<file path="src/rtl/logic_gate_unit.sv">
// Registered eight-function bitwise gate unit with a valid/ready delay pipeline.
// Optional result-toggle statistics are built when GATE_STATS_EN is defined.
module logic_gate_unit #(
    parameter int unsigned WIDTH  = 8,
    parameter int unsigned STAGES = 2
) (
    input  logic             clk,
    input  logic             rst,
    input  logic             in_valid,
    output logic             in_ready,
    input  logic [WIDTH-1:0] A,
    input  logic [WIDTH-1:0] B,
    input  logic [2:0]       mode,
    output logic             out_valid,
    input  logic             out_ready,
`ifdef GATE_STATS_EN
    input  logic             stats_clr,
    output logic [15:0]      toggle_count,
`endif
    output logic [WIDTH-1:0] Y
);

    localparam int unsigned CNT_W = 16;

    logic [WIDTH-1:0]  func_c;
    logic [WIDTH-1:0]  data_q [STAGES];
    logic [STAGES-1:0] valid_q;
    logic [STAGES-1:0] load_c;

    // Gate function selected by mode
    always_comb begin
        func_c = ~(A | B);
        case (mode)
            3'b000:  func_c = ~(A | B);
            3'b001:  func_c = A | B;
            3'b010:  func_c = ~(A & B);
            3'b011:  func_c = A & B;
            3'b100:  func_c = A ^ B;
            3'b101:  func_c = ~(A ^ B);
            3'b110:  func_c = ~A;
            3'b111:  func_c = A;
            default: func_c = ~(A | B);
        endcase
    end

    // A stage may load unless it and every stage after it is full and the sink stalls
    always_comb begin
        logic full_tail;
        full_tail = 1'b1;
        load_c    = '0;
        for (int k = STAGES - 1; k >= 0; k--) begin
            full_tail = full_tail & valid_q[k];
            load_c[k] = out_ready | ~full_tail;
        end
    end

    assign in_ready  = load_c[0];
    assign out_valid = valid_q[STAGES-1];
    assign Y         = data_q[STAGES-1];

    always_ff @(posedge clk) begin
        if (rst) begin
            valid_q <= '0;
            for (int k = 0; k < STAGES; k++) begin
                data_q[k] <= '0;
            end
        end else begin
            if (load_c[0]) begin
                valid_q[0] <= in_valid;
                if (in_valid) begin
                    data_q[0] <= func_c;
                end
            end
            for (int k = 1; k < STAGES; k++) begin
                if (load_c[k]) begin
                    valid_q[k] <= valid_q[k-1];
                    if (valid_q[k-1]) begin
                        data_q[k] <= data_q[k-1];
                    end
                end
            end
        end
    end

`ifdef GATE_STATS_EN
    logic [WIDTH-1:0] prev_q;
    logic [CNT_W-1:0] cnt_q;

    // Count delivered results that differ from the previously delivered one
    always_ff @(posedge clk) begin
        if (rst || stats_clr) begin
            prev_q <= '0;
            cnt_q  <= '0;
        end else if (out_valid && out_ready) begin
            prev_q <= Y;
            if ((Y != prev_q) && (cnt_q != {CNT_W{1'b1}})) begin
                cnt_q <= cnt_q + CNT_W'(1);
            end
        end
    end

    assign toggle_count = cnt_q;
`endif

endmodule

</file>
<file path="config.mk">
export PLATFORM = sky130hd
export DESIGN_NAME = logic_gate_unit
export DESIGN_NICKNAME = d
export VERILOG_FILES = /design/src/rtl/logic_gate_unit.sv
export SDC_FILE = /design/constraint.sdc
export NUM_CORES = 1
export LEC_CHECK = 0
export CORE_MARGIN = 1.5
export CORE_UTILIZATION = 29
export DETAILED_ROUTE_END_ITERATION = 8
export HOLD_SLACK_MARGIN = 0.05
export SLEW_MARGIN = 30
export SYNTH_ARGS = -nofsm -noshare
export SYNTH_HDL_FRONTEND = slang
export SYNTH_SLANG_ARGS = --single-unit
</file>
<file path="constraint.sdc">
create_clock -name clk -period 2.1 [get_ports clk]
set_input_delay 0.42 -clock clk [delete_from_list [all_inputs] [get_ports clk]]
set_output_delay 0.42 -clock clk [all_outputs]
set_load 0.05 [all_outputs]
</file>
==> flow_summary.json <==
{
  "status": "complete, no violations",
  "grt_pass1_wl_mm": 4.69,
  "n_antenna_cell": 0,
  "synth.most_common_cell": "inv_1",
  "synth_seq_cells": 18,
  "powerDensity_nw_per_um2": 490,
  "dpl-instance-area_um2": 1950,
  "holdWs_ns": 0.507,
  "first_pass_iters": 4,
  "criticalPathCategory": "input pin to register",
  "core-area_um2": 5140,
  "grt_pass1_vias": 1067,
  "viasPerCell": 4.45,
  "dp_worst_setup_slack_ns": -0.183,
  "area_growth_pct": 29.2,
  "cp_data_arrival_time_ns": 2.01,
  "fmax_mhz": 499,
  "initial_core_util_pct": 30.2,
  "min_period_ns": 2.00,
  "num_rows": 26,
  "postRouteAntennaNets": 0,
  "ys_seq_area_share_pct": 33.5,
  "htreeDepth": 1,
  "hpwlAfterDp_mm": 2.11,
  "critPathCaptureType": "register",
  "place_inst": 266,
  "fp.dieArea_um2": 5800,
  "clk_path_buf_depth": 2,
  "post-route-period-util_pct": 95.4,
  "synthDistinctLibCells": 33,
  "cts_tree": "done",
  "io_buffers": 32,
  "final_util_pct": 39.0,
  "finalSetupViolations": 0,
  "syn_inst": 168,
  "syn_avg_cell_area_um2": 9.24,
  "worst_pin_slew_ns": 0.663,
  "synth_area_leaders": "edfxtp_1 (31%), ha_1 (13%), buf_4 (4.8%)",
  "synth-main-ff-cell": "edfxtp_1",
  "ys_warn_count": 0,
  "fin_cells": 270,
  "die_w_um": 76.1,
  "postCtsSetupBuffers": 0,
  "antenna_found_initial": 0,
  "vias": 1201,
  "hold_violations": 0,
  "r2r_end": "data_q[0][0]",
  "setup_slack_ns": 0.0958,
  "relSlewSlack_pct": 55.7,
  "skew_ns": 0.00211,
  "drc": 0,
  "critPathLaunchType": "input pin",
  "synth_enable_flop_cells": 16,
  "fp.dieH_um": 76.1,
  "startpoint": "A[7]",
  "syn_area_um2": 1550,
  "clk_latency_ns": 0.25,
  "r2r_setup_slack_ns": 0.52,
  "gr-total-overflow": 0,
  "layout-drive-gt1-share_pct": 16.0,
  "drt-wirelength-per-cell_um": 9.96,
  "io_pins": 33,
  "numCtsBuffers": 3,
  "fin_nets": 240,
  "clock_sinks": 18,
  "cp_data_required_time_ns": 2.10,
  "slew_violations": 0,
  "cap_violations": 0,
  "max-vdd-ir-drop_mv": 0.236,
  "hp-start": "valid_q[0]",
  "clk_pin_slew_ns": 0.07,
  "cts-root-buf": "clkbuf_8",
  "setup.worst_path.end": "data_q[0][7]",
  "grt_max_degree": 26,
  "rr_startpoint": "valid_q[1]",
  "hp-class": "register to register",
  "synthArstFlopShare_pct": 0,
  "place_congestion": 0.847,
  "synth_area_leader_cell": "edfxtp_1",
  "synth_top_area_share_pct": 31.0,
  "rr_worst_depth": 4,
  "synthTopCellsByCount": "inv_1 (19), nor2_1 (18), edfxtp_1 (16), ha_1 (16), a21oi_1 (11)",
  "p_leak_uw": 0.000859,
  "grt_usage_pct": 9.38,
  "wl_mm": 2.69,
  "dr.first_iter.drc_count": 39,
  "synth_nets": 207,
  "crit_fanout": 2,
  "final_area_um2": 2000
}
[stage by stage]
stage               total power, µW  setup TNS (ns)
global placement                749          -0.572
finish                          982               0
CTS                             990               0
detailed placement              752          -0.667
global route                   1030         -0.0206
floorplan                       652               0
[sequential cells by signal (all words and copies together) (netlist names)]
signal,count
valid_q,2
data_q,16
[worst min path at each step]
stage	slack [ns]	cells after the start	end
global placement	0.50	2	valid_q[1]
CTS	0.51	2	valid_q[1]
detailed placement	0.50	2	valid_q[1]
finish	0.51	2	valid_q[1]
floorplan	0.48	2	valid_q[1]
global route	0.54	1	data_q[0][10]
[routing by layer]
layer / wire length [µm] / vias to the layer above / global-route usage [%]
met5: 0 / - / 0
met4: 16 / 0 / 2.22
met2: 1210 / 21 / 15.3
li1: - / 651 / -
met3: 103 / 2 / 1.44
met1: 1360 / 527 / 13.0
[critical path: stages]
cell	delay, ns
clkdlybuf4s50_1	0.47
inv_1	0.05
ha_1	0.29
nor2b_2	0.13
nor3_1	0.05
or3_1	0.37
o221a_2	0.23
[timing repair]
action	in CTS	in global routing
endpoints found under the setup margin	0	2
resized for setup	0	2
hold buffers	0	0
[cells by family after synthesis]
| family | count (synthesis) | share of synthesized area (%) |
|---|---|---|
| simple gates | 50 | 17.1 |
| xor+xnor | 1 | 0.565 |
| mux | 7 | 4.84 |
| buf+inv | 37 | 13.1 |
| compound gates | 39 | 17.9 |
| flops | 18 | 33.5 |
| fa+ha+maj | 16 | 12.9 |
[cells in the final DEF (no fill, tap or decap)]
cell             count
a21oi_1             11
mux2_2               4
a21o_1               1
edfxtp_1            16
ha_1                16
dfxtp_1              2
nand3b_1             1
nand2b_1             3
o22ai_1              7
clkbuf_8             3
nor3_1               6
nor2b_2              2
clkdlybuf4s50_1     31
xnor2_1              1
nor3_4               1
inv_1               19
o21ai_0              5
buf_4               13
o211a_1              1
o221a_1              2
mux2i_1              3
buf_12               2
o221a_2              6
clkinv_1             1
a211oi_1             4
o21bai_1             1
o311ai_0             1
or2_2                1
nor2b_1              2
or3_1                4
nand3_1              1
nand2_1              2
and2_1               9
nor2_1              18
[area by class of cell]
class | count | area [µm²]
inverters | 19 | 71.3
fillers | 571 | 3140
multi-input cells | 113 | 832
repair buffers | 46 | 448
flip-flops and latches | 18 | 520
well taps | 70 | 87.6
clock inverters | 1 | 3.75
clock buffers | 3 | 41.3
[power by group]
group | internal, µW | switching [µW] | total (µW) | leakage [µW]
logic | 150 | 163 | 313 | 0.000647
registers | 424 | 6.37 | 430 | 0.000189
clock network | 130 | 110 | 240 | 0.0000231
total | 703 | 279 | 982 | 0.000859
Note: power is estimated with default switching activity, not from simulation.
